[src/rtl/dsp48a1.sv]
// dsp48a1: Spartan-6 style DSP slice: 18-bit pre-adder, 18x18 multiplier, 48-bit post-adder with cascade.
// Optional macro DSP48A1_SIGNED_MULT_EN: two's-complement multiplier with M sign-extended into X.

// Pipeline register with bypass; RST_N beats the stage clear, which beats the clock enable.
// Latency: one edge when EN=1, zero when EN=0.
// No backpressure; CE low holds the stored value.
module dsp48a1_reg #(
  parameter int    W       = 18,
  parameter int    EN      = 1,
  parameter string RSTTYPE = "SYNC"
) (
  input  logic         clk,
  input  logic         rst_n,
  input  logic         rst,
  input  logic         ce,
  input  logic [W-1:0] d,
  output logic [W-1:0] q
);
  if (EN == 0) begin : g_wire
    logic unused_ok;
    assign unused_ok = &{1'b0, clk, rst_n, rst, ce};
    assign q = d;
  end else if (RSTTYPE == "ASYNC") begin : g_async
    always_ff @(posedge clk or negedge rst_n or posedge rst) begin
      if (!rst_n)   q <= '0;
      else if (rst) q <= '0;
      else if (ce)  q <= d;
    end
  end else begin : g_sync
    always_ff @(posedge clk or negedge rst_n) begin
      if (!rst_n)   q <= '0;
      else if (rst) q <= '0;
      else if (ce)  q <= d;
    end
  end
endmodule

// DSP slice top: operand stages, pre-adder, multiplier, X/Z muxes, post-adder and P/carry-out stages.
// Latency (defaults): A/B to P 3 edges, D to P 4 edges, OPMODE to effect 1 edge.
// No backpressure; each stage stalls only through its own clock enable.
module dsp48a1 #(
  parameter int    WIDTH_A     = 18,
  parameter int    WIDTH_C     = 48,
  parameter int    WIDTH_OP    = 8,
  parameter int    WIDTH_M     = 36,
  parameter int    WIDTH_CARRY = 1,
  parameter int    A0REG       = 0,
  parameter int    B0REG       = 0,
  parameter int    A1REG       = 1,
  parameter int    B1REG       = 1,
  parameter int    CREG        = 1,
  parameter int    DREG        = 1,
  parameter int    MREG        = 1,
  parameter int    PREG        = 1,
  parameter int    CARRYINREG  = 1,
  parameter int    CARRYOUTREG = 1,
  parameter int    OPMODEREG   = 1,
  parameter string CARRYINSEL  = "OPMODE5",
  parameter string B_INPUT     = "DIRECT",
  parameter string RSTTYPE     = "SYNC"
) (
  input  logic [WIDTH_A-1:0]  A,
  input  logic [WIDTH_A-1:0]  B,
  input  logic [WIDTH_C-1:0]  C,
  input  logic [WIDTH_A-1:0]  D,
  input  logic                CLK,
  input  logic                CARRYIN,
  input  logic [WIDTH_OP-1:0] OPMODE,
  input  logic [WIDTH_A-1:0]  BCIN,
  input  logic                RSTA,
  input  logic                RSTB,
  input  logic                RSTM,
  input  logic                RSTP,
  input  logic                RSTC,
  input  logic                RSTD,
  input  logic                RSTCARRYIN,
  input  logic                RSTOPMODE,
  input  logic                CEA,
  input  logic                CEB,
  input  logic                CEM,
  input  logic                CEP,
  input  logic                CEC,
  input  logic                CED,
  input  logic                CECARRYIN,
  input  logic                COPMODE,
  input  logic [WIDTH_C-1:0]  PCIN,
  output logic [WIDTH_A-1:0]  BCOUT,
  output logic [WIDTH_C-1:0]  PCOUT,
  output logic [WIDTH_C-1:0]  P,
  output logic [WIDTH_M-1:0]  M,
  output logic                CARRYOUT,
  output logic                CARRYOUTF,
  input  logic                RST_N
);
  logic [WIDTH_A-1:0]     a0, a1, b_src, b0, b1_in, b1, d, pre;
  logic [WIDTH_C-1:0]     c, x, z, m_ext, p;
  logic [WIDTH_OP-1:0]    op;
  logic [WIDTH_M-1:0]     m_in, m;
  logic [WIDTH_CARRY-1:0] cin_in, cin, cout;
  logic [WIDTH_C:0]       post;

  assign b_src = (B_INPUT == "CASCADE") ? BCIN : B;

  dsp48a1_reg #(.W(WIDTH_A),  .EN(A0REG),     .RSTTYPE(RSTTYPE)) u_a0  (.clk(CLK), .rst_n(RST_N), .rst(RSTA),      .ce(CEA),     .d(A),      .q(a0));
  dsp48a1_reg #(.W(WIDTH_A),  .EN(A1REG),     .RSTTYPE(RSTTYPE)) u_a1  (.clk(CLK), .rst_n(RST_N), .rst(RSTA),      .ce(CEA),     .d(a0),     .q(a1));
  dsp48a1_reg #(.W(WIDTH_A),  .EN(B0REG),     .RSTTYPE(RSTTYPE)) u_b0  (.clk(CLK), .rst_n(RST_N), .rst(RSTB),      .ce(CEB),     .d(b_src),  .q(b0));
  dsp48a1_reg #(.W(WIDTH_A),  .EN(B1REG),     .RSTTYPE(RSTTYPE)) u_b1  (.clk(CLK), .rst_n(RST_N), .rst(RSTB),      .ce(CEB),     .d(b1_in),  .q(b1));
  dsp48a1_reg #(.W(WIDTH_A),  .EN(DREG),      .RSTTYPE(RSTTYPE)) u_d   (.clk(CLK), .rst_n(RST_N), .rst(RSTD),      .ce(CED),     .d(D),      .q(d));
  dsp48a1_reg #(.W(WIDTH_C),  .EN(CREG),      .RSTTYPE(RSTTYPE)) u_c   (.clk(CLK), .rst_n(RST_N), .rst(RSTC),      .ce(CEC),     .d(C),      .q(c));
  dsp48a1_reg #(.W(WIDTH_OP), .EN(OPMODEREG), .RSTTYPE(RSTTYPE)) u_op  (.clk(CLK), .rst_n(RST_N), .rst(RSTOPMODE), .ce(COPMODE), .d(OPMODE), .q(op));

  // Pre-adder result replaces b0 on its way into B1 only when op[4] asks for it.
  assign pre   = op[6] ? d - b0 : d + b0;
  assign b1_in = op[4] ? pre : b0;
  assign BCOUT = b1;

`ifdef DSP48A1_SIGNED_MULT_EN
  assign m_in  = {{(WIDTH_M-WIDTH_A){a1[WIDTH_A-1]}}, a1} * {{(WIDTH_M-WIDTH_A){b1[WIDTH_A-1]}}, b1};
  assign m_ext = {{(WIDTH_C-WIDTH_M){m[WIDTH_M-1]}}, m};
`else
  assign m_in  = {{(WIDTH_M-WIDTH_A){1'b0}}, a1} * {{(WIDTH_M-WIDTH_A){1'b0}}, b1};
  assign m_ext = {{(WIDTH_C-WIDTH_M){1'b0}}, m};
`endif

  dsp48a1_reg #(.W(WIDTH_M), .EN(MREG), .RSTTYPE(RSTTYPE)) u_m (.clk(CLK), .rst_n(RST_N), .rst(RSTM), .ce(CEM), .d(m_in), .q(m));
  assign M = m;

  always_comb begin
    case (op[1:0])
      2'd0:    x = '0;
      2'd1:    x = m_ext;
      2'd2:    x = p;
      default: x = {d[WIDTH_C-2*WIDTH_A-1:0], a1, b1};
    endcase
  end

  always_comb begin
    case (op[3:2])
      2'd0:    z = '0;
      2'd1:    z = PCIN;
      2'd2:    z = p;
      default: z = c;
    endcase
  end

  assign cin_in = (CARRYINSEL == "CARRYIN") ? CARRYIN : op[5];
  dsp48a1_reg #(.W(WIDTH_CARRY), .EN(CARRYINREG), .RSTTYPE(RSTTYPE)) u_cin (.clk(CLK), .rst_n(RST_N), .rst(RSTCARRYIN), .ce(CECARRYIN), .d(cin_in), .q(cin));

  // One extra bit so the carry/borrow out of the 48-bit sum lands in post[WIDTH_C].
  always_comb begin
    if (op[7]) post = {1'b0, z} - ({1'b0, x} + {{WIDTH_C{1'b0}}, cin});
    else       post = {1'b0, z} + {1'b0, x} + {{WIDTH_C{1'b0}}, cin};
  end

  dsp48a1_reg #(.W(WIDTH_C),     .EN(PREG),        .RSTTYPE(RSTTYPE)) u_p    (.clk(CLK), .rst_n(RST_N), .rst(RSTP),       .ce(CEP),       .d(post[WIDTH_C-1:0]), .q(p));
  dsp48a1_reg #(.W(WIDTH_CARRY), .EN(CARRYOUTREG), .RSTTYPE(RSTTYPE)) u_cout (.clk(CLK), .rst_n(RST_N), .rst(RSTCARRYIN), .ce(CECARRYIN), .d(post[WIDTH_C]),     .q(cout));

  assign P         = p;
  assign PCOUT     = p;
  assign CARRYOUT  = cout;
  assign CARRYOUTF = cout;
endmodule

[config.mk]
export PLATFORM = sky130hd
export DESIGN_NAME = dsp48a1
export DESIGN_NICKNAME = d
export VERILOG_FILES = /design/src/rtl/dsp48a1.sv
export SDC_FILE = /design/constraint.sdc
export NUM_CORES = 2
export LEC_CHECK = 0
export BUFFER_PORTS_ARGS = -buffer_cell sky130_fd_sc_hd__buf_2
export CORE_UTILIZATION = 46
export CTS_BUF_LIST = sky130_fd_sc_hd__clkbuf_8
export DETAILED_ROUTE_END_ITERATION = 8
export PLACE_DENSITY = 0.66
export REMOVE_ABC_BUFFERS = 1
export SYNTH_ARGS = -nofsm -noshare
export SYNTH_HDL_FRONTEND = slang
export SYNTH_SLANG_ARGS = --single-unit
[constraint.sdc]
create_clock -name CLK -period 13.6 [get_ports CLK]
set_input_delay 1.36 -clock CLK [delete_from_list [all_inputs] [get_ports CLK]]
set_output_delay 1.36 -clock CLK [all_outputs]
set_load 0.05 [all_outputs]
==> results.toml <==
[detailed_routing]
drtPass1Iterations = 5
vias = 24310
wl_per_cell_um = 21.54
drt_iter0_drc = 1791
antenna_left = 0
drc = 0
vias_per_cell = 5.763
wirelength_um = 90860

[synth]
yosysSeqAreaShare = 0.1732
syn_area_sq_um = 28320
ys_types = 79
async_flop_share = 1.000
synth.most_common_cell = "inv_1"
yosys.area.top_type = "fa_1"
synth-edff-count = 0
synth-main-ff-cell = "dfrtp_1"
ys_warn_count = 0
synth.area.top_cells = "fa_1 18%, dfrtp_1 17%, ha_1 12%"
synth_cells = 3276
synth_seq_cells = 196
ys_top_cells_by_count = "441 x inv_1, 277 x nand2_1, 267 x ha_1"
synth_top_area_frac = 0.1845
avgSynthCellArea_sq_um = 8.644

[setup_path]
critical-path-top-delay-family = "adder cells"
cp_common_cell = "fa_1"
cp.arrival_ns = 7.86
cpPeakStageDelay_ns = 1.01
timing.rr.end = "u_m.q[31]$_DFFE_PN0P_"
start_kind = "register"
cp_slowest_cell = "dfrtp_1"
critPathKind = "register to register"
critPathMaxFanout = 20
endpoint_kind = "register"
worstPathCellList = "nand2_1 -> fa_1 -> fa_1 -> fa_1 -> fa_1 -> inv_1 -> fa_1 -> inv_1 -> fa_1 -> inv_1 -> ha_1 -> and3_4 -> a221o_1 -> a32oi_1 -> o21ai_1 -> a221o_1 -> a31oi_2 -> o21ai_0 -> a31oi_1 -> xor2_1 -> o21ai_0"
crit_start = "u_a1.q[10]$_DFFE_PN0P_"
r2r_start = "u_a1.q[10]$_DFFE_PN0P_"
rrSetupSlack_ns = 6.24
crit_buf_inv = 3
worstPathRequired_ns = 14.10
rr_worst_depth = 21
path_depth = 21

[pwr]
power.density_nw_per_um2 = 83.07
p_total_w = 0.002537
peakVddDrop_mv = 0.08549
p_leak_nw = 15.96

[clock_network]
root_buffer = "clkbuf_8"
cts-htree-levels = 4
insertion_delay_ns = 0.61
cts_inserted_buffers = 17
post_cts_resized = 0
clock-sinks = 196
cts_tree = "yes"
postCtsSetupBuffers = 0
clkTransAtPathRegs_ns = 0.12
clock_path_buffers = 2
ctsHoldBuffers = 0

[placed_design]
gp_congestion = 0.9442
port_buffers = 327
dp_hpwl_um = 70080
dp_cells = 4184

[layout]
instances_no_fill = 4218
drive_above_1_share = 0.1476
nNetsFinal = 4144
area_growth_pct = 7.843

[grt]
grt_pass1_wl_um = 140800
antenna_found_initial = 10
globalRouteTotalUtil = 0.2946
grt_overflow = 0
grt_pass1_vias = 23990
grt_max_degree = 73

[min_path]
min_delay_path_depth = 2
hp-class = "register to register"
min_to = "u_c.q[4]$_DFFE_PN0P_"
min_from = "u_c.q[4]$_DFFE_PN0P_"

[floorplan]
core_sq_um = 60580
die_height_um = 250.1
fp-row-count = 90
dieArea_sq_um = 62560
io_pins = 347
start_util = 0.4674
die_w_um = 250.1

[sta]
setup_tns_ns = 0
max_clock_freq_mhz = 135.9
slew_violations = 0
setup_viol = 0
worst_pin_slew_ns = 1.274
rsz0062_at_grt = "no"
fin_crit_ns = 7.358
finClkSkew_ns = 0.02655
period_share = 0.5411
maxSlewHeadroom = 0.1508
hold_violations = 0

[job]
max-cap-violations = 0

[outcome]
outcome = "finished clean"
[sequential cells by signal, summed over array words and instances, names as in the netlist]
signal / cells
u_a1.q: 18
u_cout.q: 1
u_d.q: 18
u_p.q: 48
u_m.q: 36
u_b1.q: 18
u_op.q: 8
u_cin.q: 1
u_c.q: 48
[worst max-delay path by stage]
| stage | end | slack [ns] |
|---|---|---|
| 6_report | u_m.q[31]$_DFFE_PN0P_ | 6.24 |
| 5_1_grt | u_m.q[35]$_DFFE_PN0P_ | 5.83 |
| 4_1_cts | u_m.q[31]$_DFFE_PN0P_ | 6.26 |
| 3_5_place_dp | u_m.q[31]$_DFFE_PN0P_ | 6.29 |
| 3_3_place_gp | u_m.q[35]$_DFFE_PN0P_ | 6.38 |
| 2_1_floorplan | u_m.q[35]$_DFFE_PN0P_ | 6.93 |
[cell type report]
type	instances	area (sq um)
fill	5917	30050
multi-input combinational	2401	20680
sequential	196	4911
timing repair buffer	364	1927
inverter	441	1655
tap	782	978.4
clock buffer	19	261.5
clock inverter	13	116.4
antenna	2	5.005
[placed cells by master, fill, tap and decap left out, types with 19 or more instances in the layout]
cell type	n
and2_1	145
a211oi_1	45
a21o_1	85
a21oi_1	165
xnor2_1	97
clkbuf_8	19
buf_2	325
buf_4	38
fa_1	261
nand2_1	277
and3_1	22
inv_1	442
dfrtp_1	191
mux2_2	83
o21bai_1	29
nor2_1	242
ha_1	267
nor2b_1	34
a31oi_1	23
nand3_1	30
mux2i_1	152
nand2b_1	24
o21ai_0	91
nor3_1	22
xor2_1	49
a22o_1	84
[power by group]
group | switching [W] | total [W] | internal [W] | leakage [nW]
clock | 0.000269 | 0.000410 | 0.000142 | 0.184
sequential | 0.000103 | 0.000732 | 0.000629 | 2.61
combinational | 0.000873 | 0.00139 | 0.000522 | 13.2
total | 0.00124 | 0.00254 | 0.00129 | 16.0
[metal layers]
layer / vias up / part of all wire / track usage
li1: 11075 / - / -
met1: 12135 / 0.44 / 0.3982
met2: 959 / 0.46 / 0.4812
met3: 135 / 0.074 / 0.04552
met4: 6 / 0.025 / 0.09763
met5: - / 0.00041 / 0
[worst register-to-register path, delay by kind of cell (launching register included)]
kind / cells / cell delay [ns]
AO/OA/AOI/OAI: 8 / 2.09
XOR/XNOR: 1 / 0.18
adder cells (fa/ha/maj): 7 / 3.40
buffers and inverters: 3 / 0.14
flip-flops: 1 / 1.01
AND/OR/NAND/NOR: 2 / 0.43
[cells by family (layout without fill, tap and decap cells)]
logic type                 count (synthesis)  in the layout  share of synthesized area
AOI/OAI and AO/OA                        640            640                     0.1539
xor gates and xnor gates                 146            146                    0.04516
adders and majority gates                528            528                     0.3025
buffers and inverters                    679            837                    0.09672
DFF                                      196            196                     0.1732
muxes                                    236            236                    0.08713
other                                      0              2                          0
and+or+nand+nor                          851            851                     0.1414
[per-stage QoR]
step	hold slack (ns)	worst slack, ns	instance area, sq um	util
2_1_floorplan	0.4804	6.925	27230	-
3_3_place_gp	0.4973	6.384	30160	0.4977
3_5_place_dp	0.5064	6.288	30160	0.4977
4_1_cts	0.5291	6.260	30530	0.5040
5_1_grt	0.5526	5.831	30530	0.5040
6_report	0.5196	6.242	30540	0.5041
Power figures use the tool's default switching activity.
